$ cat config.mk
export PLATFORM = sky130hd
export DESIGN_NAME = router_fifo
export DESIGN_NICKNAME = d
export VERILOG_FILES = /design/src/rtl/router_fifo.sv
export SDC_FILE = /design/constraint.sdc
export NUM_CORES = 1
export LEC_CHECK = 0
export BUFFER_PORTS_ARGS = -buffer_cell sky130_fd_sc_hd__buf_2
export CAP_MARGIN = 20
export CORE_MARGIN = 8
export CORE_UTILIZATION = 40
export DETAILED_ROUTE_END_ITERATION = 6
export SLEW_MARGIN = 25
export SYNTH_ARGS = -nofsm -noshare
export SYNTH_HDL_FRONTEND = slang
export SYNTH_SLANG_ARGS = --single-unit
$ cat constraint.sdc
create_clock -name clock -period 3.55 [get_ports clock]
set_clock_uncertainty 0.05 [all_clocks]
set_input_delay 0.5325 -clock clock [delete_from_list [all_inputs] [get_ports clock]]
set_output_delay 0.5325 -clock clock [all_outputs]
set_load 0.05 [all_outputs]
$ cat src/rtl/router_fifo.sv
// router_fifo: per-output-port packet FIFO of the 1x3 router.
// Buffers the byte stream from the sync stage, tagged with a header flag, and
// drains it to one destination client. Tracks the remaining length of the
// packet being read so the client knows where each packet ends.
//
// Ports:
//   clock      - rising-edge clock
//   resetn     - synchronous active-low reset
//   soft_reset - synchronous active-high flush (client timeout)
//   write_enb  - write request
//   lfd_state  - 1 = data_in is a packet header byte
//   data_in    - byte to store
//   read_enb   - read request from the client
//   data_out   - registered read data
//   out_valid  - one-cycle pulse: data_out updated by a read
//   pkt_done   - no bytes remain in the packet being read
//   full       - DEPTH entries occupied
//   empty      - zero entries occupied
module router_fifo #(
  parameter int unsigned DEPTH = 16,
  parameter int unsigned WIDTH = 8
) (
  input  logic             clock,
  input  logic             resetn,
  input  logic             soft_reset,
  input  logic             write_enb,
  input  logic             lfd_state,
  input  logic [WIDTH-1:0] data_in,
  input  logic             read_enb,
  output logic [WIDTH-1:0] data_out,
  output logic             out_valid,
  output logic             pkt_done,
  output logic             full,
  output logic             empty
);

  localparam int unsigned AW = $clog2(DEPTH);

  logic [WIDTH:0]   mem [DEPTH];

  logic [AW:0]      wr_ptr_q, wr_ptr_d;
  logic [AW:0]      rd_ptr_q, rd_ptr_d;
  logic [WIDTH-2:0] pkt_cnt_q, pkt_cnt_d;
  logic [WIDTH-1:0] data_out_q, data_out_d;
  logic             out_valid_q, out_valid_d;

  logic             clear;
  logic             wr_fire;
  logic             rd_fire;
  logic [WIDTH:0]   rd_entry;

  // Extra pointer MSB distinguishes full from empty when the low bits match.
  assign empty    = (wr_ptr_q == rd_ptr_q);
  assign full     = (wr_ptr_q[AW] != rd_ptr_q[AW]) &&
                    (wr_ptr_q[AW-1:0] == rd_ptr_q[AW-1:0]);
  assign pkt_done = (pkt_cnt_q == '0);

  assign clear    = !resetn || soft_reset;
  assign wr_fire  = write_enb && !full;
  assign rd_fire  = read_enb && !empty;
  assign rd_entry = mem[rd_ptr_q[AW-1:0]];

  always_comb begin
    wr_ptr_d    = wr_ptr_q;
    rd_ptr_d    = rd_ptr_q;
    pkt_cnt_d   = pkt_cnt_q;
    data_out_d  = data_out_q;
    out_valid_d = 1'b0;

    if (wr_fire) begin
      wr_ptr_d = wr_ptr_q + (AW+1)'(1);
    end

    if (rd_fire) begin
      rd_ptr_d    = rd_ptr_q + (AW+1)'(1);
      data_out_d  = rd_entry[WIDTH-1:0];
      out_valid_d = 1'b1;
      // Header length counts payload bytes; +1 covers the trailing parity byte.
      if (rd_entry[WIDTH]) begin
        pkt_cnt_d = (WIDTH-1)'(rd_entry[WIDTH-1:2]) + (WIDTH-1)'(1);
      end else if (pkt_cnt_q != '0) begin
        pkt_cnt_d = pkt_cnt_q - (WIDTH-1)'(1);
      end
    end
  end

  always_ff @(posedge clock) begin
    if (clear) begin
      wr_ptr_q    <= '0;
      rd_ptr_q    <= '0;
      pkt_cnt_q   <= '0;
      data_out_q  <= '0;
      out_valid_q <= 1'b0;
    end else begin
      wr_ptr_q    <= wr_ptr_d;
      rd_ptr_q    <= rd_ptr_d;
      pkt_cnt_q   <= pkt_cnt_d;
      data_out_q  <= data_out_d;
      out_valid_q <= out_valid_d;
    end
  end

  // Storage is not reset; writes are suppressed during a reset or flush.
  always_ff @(posedge clock) begin
    if (!clear && wr_fire) begin
      mem[wr_ptr_q[AW-1:0]] <= {lfd_state, data_in};
    end
  end

  assign data_out  = data_out_q;
  assign out_valid = out_valid_q;

endmodule

Word level (Yosys, flattened, before mapping) --
Memory sizes are Yosys's and may differ from the RTL's. A register that Yosys moved wholly into a read port is not among the register bits. Cells that the tools add are included.
Operators by class: $add $sub $neg 4, eq/ne operators 3, mux-type cells 7, reductions and logical operators 13
Operator list (count):
- $mux W7 | 2
- $add A5 B1 Y5 const B | 2
- $mux W4 | 2
- $add A6 B1 Y7 const B | 1
- $logic_not A7 Y1 | 1
- $reduce_bool A7 Y1 | 1
- $sub A7 B1 Y7 const B | 1
- $eq A5 B5 Y1 | 1
- $eq A4 B4 Y1 | 1
- $logic_and A1 B1 Y1 | 4
- $logic_not A1 Y1 | 4
- $mux W1 | 3
- $reduce_and A2 Y1 | 1
- $reduce_bool A2 Y1 | 1
- $logic_or A1 B1 Y1 | 1
- $ne A1 B1 Y1 | 1
Storage, ports and cells: flip-flop bits (word level) 26, RAM bits 144, output and inout bits 12, word-level logic and storage cells 33, memories 1
Memories:
- mem | words 16, bits a word 9, read ports 1, clocked after Yosys merged registers in 1, wr ports 1, line 39 | logic [WIDTH:0] mem [DEPTH];

Longest topological paths before layout --
Gate-level depths: netlist of run 1.
depth in word-level cells 7, depth in mapped cells 10, mapped depth without buffers 9

Worst setup path after synthesis of run 1 --
Ideal clock, no wire load.
path kind register to register, start register wr_ptr_q[3], end memory mem[3][0] (netlist name), enable pin, library setup time 0.387 ns, data arrival time 2.144 ns, path slack 0.970 ns, cell stages (with the launch flop) 10, path buffers 2, cell sequence dfxtp_1 buf_2 xor2_1 nor4_1 nand2b_1 and2_1 clkbuf_1 nor2b_1 nand2_1 nor3_1
On the way: longest elaborated chain between the ends 7
RTL lines:
- from (decl) | line 41 | logic [AW:0] wr_ptr_q, wr_ptr_d;
- from (signal assigned) | line 95 | wr_ptr_q <= wr_ptr_d;
- $eq A4 B4 Y1 | line 55 | (wr_ptr_q[AW-1:0] == rd_ptr_q[AW-1:0]);
- $logic_and A1 B1 Y1 | line 54 | assign full = (wr_ptr_q[AW] != rd_ptr_q[AW]) &&
- $logic_not A1 Y1 | line 59 | assign wr_fire = write_enb && !full;
- $logic_and A1 B1 Y1 | line 59
- $logic_and A1 B1 Y1 | line 105 | if (!clear && wr_fire) begin
- $mux W1 | line 105
- $mux W1 (not written as such) | line 106 | mem[wr_ptr_q[AW-1:0]] <= {lfd_state, data_in};
- to (decl) | line 39
Several ways; a longest one is shown, not always the timed one.

Worst setup path after layout of run 1 --
start register wr_ptr_q[2], end memory mem[6][7] (netlist name), enable pin
The elaborated chain is that of the path after synthesis.

==> impl_metrics.ini, run 1 <==
[sta]
post-route-period-util = 0.801
fmax_ghz = 0.352
fin_tns_setup_ns = 0
drv_slew = 0
rsz0062_at_grt = no
setup_viol = 0
hold_ws_ns = 0.401
slew_headroom = 0.356
hold_viol = 0
period_minus_slack_ns = 2.84
worstMarginPinSlew_ns = 0.962

[synth]
syn-num-nets = 432
synth.distinct_cells = 36
syn_inst = 411
synth_area_mm2 = 0.00701
synthArstFlopShare = 0
yosysSeqAreaShare = 0.703
synthFlopType = edfxtp_1
synth_edf_count = 144
ys_warn_count = 0
synth-seq-cells = 174
syn_area_per_cell_um2 = 17.0

[clock_network]
cts_resized = 0
cts_inserted_buffers = 17
insertion_delay_ns = 0.42
cts_root_buffer = clkbuf_16
cts_sinks = 174
post-cts-setup-buffers = 0
cts.clk_slew.worst_paths_ns = 0.06
cts.hold.buffers_added = 0
ctsHtreeMaxLevel = 4
clockBufferDepth = 2
cts_tree = yes

[detailed_routing]
post_drt_wl_per_cell_um = 20.1
drtIter0Drc = 213
routed_via_density = 5.21
vias = 3572
drt_wl_total_um = 13800
drt_first_pass_iters = 7
ant_nets = 0
drc = 0

[min_path]
hp-class = reg2reg

[power_and_ir_drop]
power_leakage_uw = 0.00264
irDropWorstVdd_mv = 0.301
powerDensity_mw_per_mm2 = 549

[outcome]
outcome = complete, no violations

[placed_design]
io_buffers = 25
place_inst = 654
dp_hpwl_um = 9220
gp_congestion = 0.816

[global_routing]
grt_max_degree = 37
grt.total_usage = 0.132
antenna_found_initial = 0
grt-ovfl-total = 0
first_global_vias = 3746
grt_pass1_wl_um = 21700

[cells_and_area]
area_growth_syn_to_layout_pct = 15.1
mostFrequentLayoutCells = 144 x edfxtp_1, 36 x nand2_1, 33 x nor2_1
final_common_cell = edfxtp_1
seq_area_mm2 = 0.00493
multi_input_area_mm2 = 0.00191
stdcell_count = 685
n_antenna_cell = 0
drive_gt1_frac = 0.226
final_util = 0.468
n_fill_cell = 1441
fin_nets = 469

[worst_setup_path]
worstSetupPathType = reg2reg
crit_path_start_kind = flip-flop
crit_required_ns = 3.54
r2r_slack_ns = 0.71
cp.arrival_ns = 2.83
cp-end-kind = flip-flop
crit_fanout = 11

[die]
design.core.area_mm2 = 0.0172
start_util = 0.407
ios = 26
chipHeight_um = 148
die_area_mm2 = 0.0220
rows = 48
die_w_um = 148

[flow_run]
maxCapViolCount = 0
flip-flops by register name, summed over array words and instances (netlist names), named ones only:
register   flops
rd_ptr_q       5
wr_ptr_q       5
out_valid      1
data_out       8
pkt_cnt_q      7
mem          144
layer usage:
| metal | share of wire | vias to the layer above | GRT usage | routed length [um] |
|---|---|---|---|---|
| li1 | - | 1656 | - | - |
| met1 | 0.48 | 1832 | 0.180 | 6550 |
| met2 | 0.47 | 74 | 0.201 | 6430 |
| met3 | 0.049 | 10 | 0.0392 | 668 |
| met4 | 0.0082 | 0 | 0.0377 | 113 |
| met5 | 0 | - | 0 | 0 |
final timing paths:
check                                                end                startpoint  cells after the start
worst max-delay path                 mem[6][7]$_DFFE_PP_  wr_ptr_q[2]$_SDFFE_PP0P_                      7
worst min-delay path            data_out[4]$_SDFFE_PP0P_  data_out[4]$_SDFFE_PP0P_                      2
worst max register to register       mem[6][7]$_DFFE_PP_  wr_ptr_q[2]$_SDFFE_PP0P_                      7
worst min register to register  data_out[4]$_SDFFE_PP0P_  data_out[4]$_SDFFE_PP0P_                      2
cell families after synthesis:
logic type | synth area share
compound gates | 0.0296
xor+xnor | 0.0225
fa+ha+maj | 0.0125
buf+inv | 0.0241
flops | 0.703
mux | 0.141
simple gates | 0.0673
final cells by class:
type                    instances  share of cell area
flip-flops and latches        174               0.611
multi-input cells             206               0.237
clock buffers                  18              0.0532
well taps                     225              0.0349
repair buffers                 40              0.0310
clock inverters                13              0.0289
inverters                       9             0.00419
critical path: stages (launching register included):
cell and delay, ns:
dfxtp_1 0.55, xor2_1 0.18, nor4_1 0.09, nand2b_1 0.09, and2_1 0.29, nor2b_1 0.28, nand2_1 0.16, nor2_1 0.77
power breakdown:
part | switching [uW] | internal, uW | leakage [uW]
registers | 4.69 | 2210 | 0.00154
logic | 90.5 | 43.7 | 0.000783
clock network | 755 | 1320 | 0.000323
Yosys cell counts, drive strengths merged, types with 6 or more instances:
library cell / number / area share
edfxtp: 144 / 0.62
buf: 13 / 0.014
ha: 7 / 0.012
a21oi: 16 / 0.012
nand3: 11 / 0.0079
clkbuf: 9 / 0.0048
nand4: 6 / 0.0054
inv: 9 / 0.0048
xnor2: 6 / 0.0075
mux4: 41 / 0.14
xor2: 12 / 0.015
dfxtp: 30 / 0.086
nand2: 36 / 0.019
nor2: 34 / 0.019
metrics by stage:
stage	total power (uW)	setup WS (ns)	cell area, um^2
2_1_floorplan	2350	0.970	7010
3_3_place_gp	2390	0.750	7400
3_5_place_dp	2400	0.671	7400
4_1_cts	4460	0.646	8070
5_1_grt	4560	0.442	8070
6_report	4430	0.706	8070
(Power assumes the default switching activity.)
==> run 2, diff against run 1 <==
==> constraint.sdc (replaced) <==
create_clock -name clock -period 2.33 [get_ports clock]
set_clock_uncertainty 0.05 [all_clocks]
set_input_delay 0.3495 -clock clock [delete_from_list [all_inputs] [get_ports clock]]
set_output_delay 0.3495 -clock clock [all_outputs]
set_load 0.05 [all_outputs]
==> impl_metrics.ini, run 2 (synthesis results as in run 1) <==
[outcome]
outcome = finished with violations
violations = setup timing

[placed_design]
pre_cts_slack_ns = -0.116
io_buffers = 25
dp_hpwl_um = 9730
place_area_mm2 = 0.00777
gp_congestion = 0.849
place_inst = 698

[die]
die_area_mm2 = 0.0220
chipHeight_um = 148
design.core.area_mm2 = 0.0172
ios = 26
start_util = 0.407
rows = 48
die_w_um = 148

[cells_and_area]
stdcell_count = 743
drive_gt1_frac = 0.368
final_common_cell = edfxtp_1
final_cell_area_mm2 = 0.00859
mostFrequentLayoutCells = 144 x edfxtp_1, 66 x buf_4, 36 x nand2_1
largest_reg_flops = 144
fin_nets = 525
area_growth_syn_to_layout_pct = 22.6

[worst_setup_path]
crit_path_start_kind = flip-flop
cp.arrival_ns = 2.62
worstSetupPathType = reg2reg
crit_fanout = 10
crit_required_ns = 2.60
cp-end-kind = flip-flop
r2r_cells = 5

[global_routing]
first_global_vias = 3930
grt_pass1_wl_um = 23100
grt.total_usage = 0.142
grt_max_degree = 37
grt-ovfl-total = 0
antenna_found_initial = 0

[flow_run]
maxCapViolCount = 0

[power_and_ir_drop]
powerDensity_mw_per_mm2 = 741
irDropWorstVdd_mv = 0.545
power_leakage_uw = 0.00292

[clock_network]
cts_tree = yes
cts.hold.buffers_added = 0
cts_inserted_buffers = 17
ctsHtreeMaxLevel = 4
cts_sinks = 174
cts.clk_slew.worst_paths_ns = 0.07
insertion_delay_ns = 0.42
cts_root_buffer = clkbuf_16
clockBufferDepth = 2

[sta]
post-route-period-util = 1.01
drv_slew = 0
fmax_ghz = 0.425
period_minus_slack_ns = 2.36
slew_headroom = 0.584
hold_viol = 0
worstMarginPinSlew_ns = 0.623
setup_viol = 2
layout_setup_ws_ns = -0.0254
hold_ws_ns = 0.246
rsz0062_at_grt = yes

[detailed_routing]
vias = 3875
ant_nets = 0
drt_wl_total_um = 15000
routed_via_density = 5.22
drt_first_pass_iters = 4
drtIter0Drc = 308
drc = 0
post_drt_wl_per_cell_um = 20.2

[min_path]
hp-class = in2reg
hold_path_depth = 1
hp-start = data_in[2]
## run 2: metrics by stage
stage          TNS, ns  total power (uW)  utilization
2_1_floorplan    -8.97              3580            -
3_3_place_gp     -1.45              3670        0.451
3_5_place_dp     -1.19              3680        0.451
4_1_cts        -0.0239              6420        0.492
5_1_grt         -0.644              6570        0.498
6_report       -0.0266              6370        0.498
## run 2: per-layer routing
layer  GRT usage  vias up  share of wire
met1       0.190     1956           0.44
met2       0.222      129           0.48
met3      0.0416       10          0.073
li1            -     1780              -
met4      0.0367        0         0.0086
met5           0        -              0
## run 2: cell type report
cell class              instances  area, um^2
diodes                          1        2.50
clock buffers                  17         425
clock inverters                15         153
fillers                      1424        8650
inverters                       9        33.8
multi-input cells             207        2060
flip-flops and latches        174        4930
well taps                     225         282
repair buffers                 95         707
## run 2: path summary, 6_finish.rpt
path / slack (ns) / to
worst max-delay path: -0.03 / pkt_cnt_q[5]$_SDFFE_PP0P_
worst min-delay path: 0.25 / mem[14][2]$_DFFE_PP_
worst max register to register: -0.03 / pkt_cnt_q[5]$_SDFFE_PP0P_
worst min register to register: 0.40 / data_out[0]$_SDFFE_PP0P_
## run 2: what timing repair did
item	in CTS	in global routing
endpoints found under the setup margin	44	86
pin swaps	3	3
cloned	1	0
hold endpoints to repair	0	0
setup buffers	10	1
gates resized for setup	16	21
## run 2: power breakdown
group | total (uW) | internal, uW | switching, uW
Clock | 2740 | 1500 | 1230
Combinational | 251 | 101 | 149
Sequential | 3380 | 3370 | 5.92
## run 2: worst max-delay path: stages (launching register included)
cell and delay [ns]:
dfxtp_4 0.40, buf_12 0.15, mux4_2 0.52, mux4_2 0.59, nor2b_4 0.19, a2111oi_2 0.35
==> run 3, diff against run 2 <==
--- a/config.mk
+++ b/config.mk
@@ -5,6 +5,7 @@
 export SDC_FILE = /design/constraint.sdc
 export NUM_CORES = 1
 export LEC_CHECK = 0
+export ABC_AREA = 1
 export BUFFER_PORTS_ARGS = -buffer_cell sky130_fd_sc_hd__buf_2
 export CAP_MARGIN = 20
 export CORE_MARGIN = 8
==> impl_metrics.ini, run 3 <==
[global_routing]
grt_pass1_wl_um = 27200
top_usage_layer = met2
use_met3 = 0.0335
grt-ovfl-total = 0
grtUsageMet1 = 0.187
use_met2 = 0.246
first_global_vias = 5136
antenna_found_initial = 0
grt.total_usage = 0.150
grt_max_degree = 57

[min_path]
hp-class = in2reg

[die]
die_area_mm2 = 0.0232
start_util = 0.403
chipHeight_um = 152
ios = 26
die_w_um = 152
design.core.area_mm2 = 0.0185
rows = 50

[synth]
synth_edf_count = 144
yosysSeqAreaShare = 0.662
synthArstFlopShare = 0
syn-num-nets = 721
synth_top_area_share = 0.581
synthFlopType = edfxtp_1
synth_area_mm2 = 0.00744
yosys-top-cells-area = edfxtp_1 58%, dfxtp_1 8.1%, nand2_1 8.0%, nand3_1 5.0%, nor2_1 3.5%
yosys.area.top_type = edfxtp_1
synth.most_common_cell = nand2_1
ys_warn_count = 0
syn_area_per_cell_um2 = 10.6
synth.distinct_cells = 36
synth-seq-cells = 174
syn_inst = 700
synth_common_cells = 158 x nand2_1, 144 x edfxtp_1, 75 x nand3_1

[detailed_routing]
drt_wl_total_um = 17100
vias = 5174
ant_nets = 0
drtIter0Drc = 377
drt_first_pass_iters = 5
post_drt_wl_per_cell_um = 16.9
routed_via_density = 5.14
drc = 0

[clock_network]
clockBufferDepth = 2
cts.clk_slew.worst_paths_ns = 0.06
cts_sinks = 174
cts_root_buffer = clkbuf_16
ctsHtreeMaxLevel = 4
cts_tree = yes
post-cts-setup-buffers = 0
cts_inserted_buffers = 17
insertion_delay_ns = 0.42

[worst_setup_path]
crit_chain = inv_2, ha_4, nand2_1, or2_1, or2_4, nor2_4, buf_8
crit_path_start_kind = flip-flop
crit_required_ns = 1.93
cpMaxStageDelayCell = dfxtp_1
cp-end-kind = primary output
worstSetupPathType = reg2out
slowest_delay_ns = 0.33
cp.arrival_ns = 1.83
path_buf_inv = 2
crit_fanout = 3
crit_family = simple AND/OR/NAND/NOR gates

[power_and_ir_drop]
power_leakage_uw = 0.00339
irDropWorstVdd_mv = 0.774
powerDensity_mw_per_mm2 = 780

[sta]
hold_viol = 0
fmax_ghz = 0.449
post-route-period-util = 0.956
drv_slew = 0
worstMarginPinSlew_ns = 0.772
period_minus_slack_ns = 2.23
hold_ws_ns = 0.252
setup_viol = 0
slew_headroom = 0.484

[flow_run]
maxCapViolCount = 0

[cells_and_area]
largest_reg_flops = 144
mostFrequentLayoutCells = 158 x nand2_1, 144 x edfxtp_1, 75 x nand3_1
drive_gt1_frac = 0.164
final_common_cell = nand2_1
n_antenna_cell = 0
final_cell_area_mm2 = 0.00866
n_fill_cell = 1672
fin_nets = 781
area_growth_syn_to_layout_pct = 16.4

[placed_design]
gp_congestion = 0.847
io_buffers = 25
dp_hpwl_um = 11200
place_area_mm2 = 0.00800

[outcome]
outcome = complete, no violations
## run 3: cell count changes in the layout (fill, tap and decap cells not counted), sizes merged, moves of 7 or more
cell	change
nand2	+130
nand3	+66
o21ai	+48
inv	+44
mux4	-42
nor2	+39
buf	-24
xor2	-7
## run 3: layer usage
metal	part of all wire	wire length, um	vias to the layer above
met5	0	0	-
met2	0.49	8290	132
met1	0.43	7420	2509
met4	0.027	463	0
li1	-	-	2506
met3	0.052	882	27
## run 3: worst paths after layout
check | from | to | slack (ns) | cells after the start
hold / removal | data_in[2] | mem[2][2]$_DFFE_PP_ | 0.25 | 1
setup / recovery | pkt_cnt_q[0]$_SDFFE_PP0P_ | pkt_done | 0.10 | 7
hold reg to reg | wr_ptr_q[4]$_SDFFE_PP0P_ | wr_ptr_q[4]$_SDFFE_PP0P_ | 0.43 | 2
setup reg to reg | wr_ptr_q[0]$_SDFFE_PP0P_ | mem[9][4]$_DFFE_PP_ | 0.24 | 10
## run 3: through the flow
stage	power [uW]	utilization	setup TNS [ns]	std cells	setup WS [ns]
global route	6970	0.469	-0.00377	1007	-0.00377
finish	6760	0.469	0	1007	0.101
detailed placement	3850	0.434	0	975	0.250
floorplan	3720	-	0	700	0.220
global placement	3840	0.434	0	975	0.239
CTS	6820	0.468	0	1007	0.0223
## run 3: logic make-up (layout without fill, tap and decap cells)
kind of cell / after synthesis / in the layout / share of synthesized area
fa+ha+maj: 7 / 7 / 0.0118
xor+xnor: 7 / 7 / 0.00824
simple gates: 327 / 327 / 0.188
buf+inv: 91 / 164 / 0.0604
flops: 174 / 174 / 0.662
compound gates: 94 / 94 / 0.0703
## run 3: what timing repair did
action                                  CTS  global route
hold buffers                              0             0
resized for setup                         5             3
endpoints found under the setup margin    1             2
## run 3: area by class of cell
cell class | count | area [um^2] | area share
clock inverter | 10 | 163 | 0.0188
timing repair buffer | 71 | 497 | 0.0574
sequential | 174 | 4930 | 0.569
inverter | 61 | 234 | 0.0270
clock buffer | 22 | 464 | 0.0536
multi-input combinational | 435 | 2080 | 0.241
tap | 234 | 293 | 0.0338
## run 3: report_power, final
group / switching (uW) / internal (uW)
clock: 1110 / 1850
combinational: 281 / 120
sequential: 10.9 / 3380
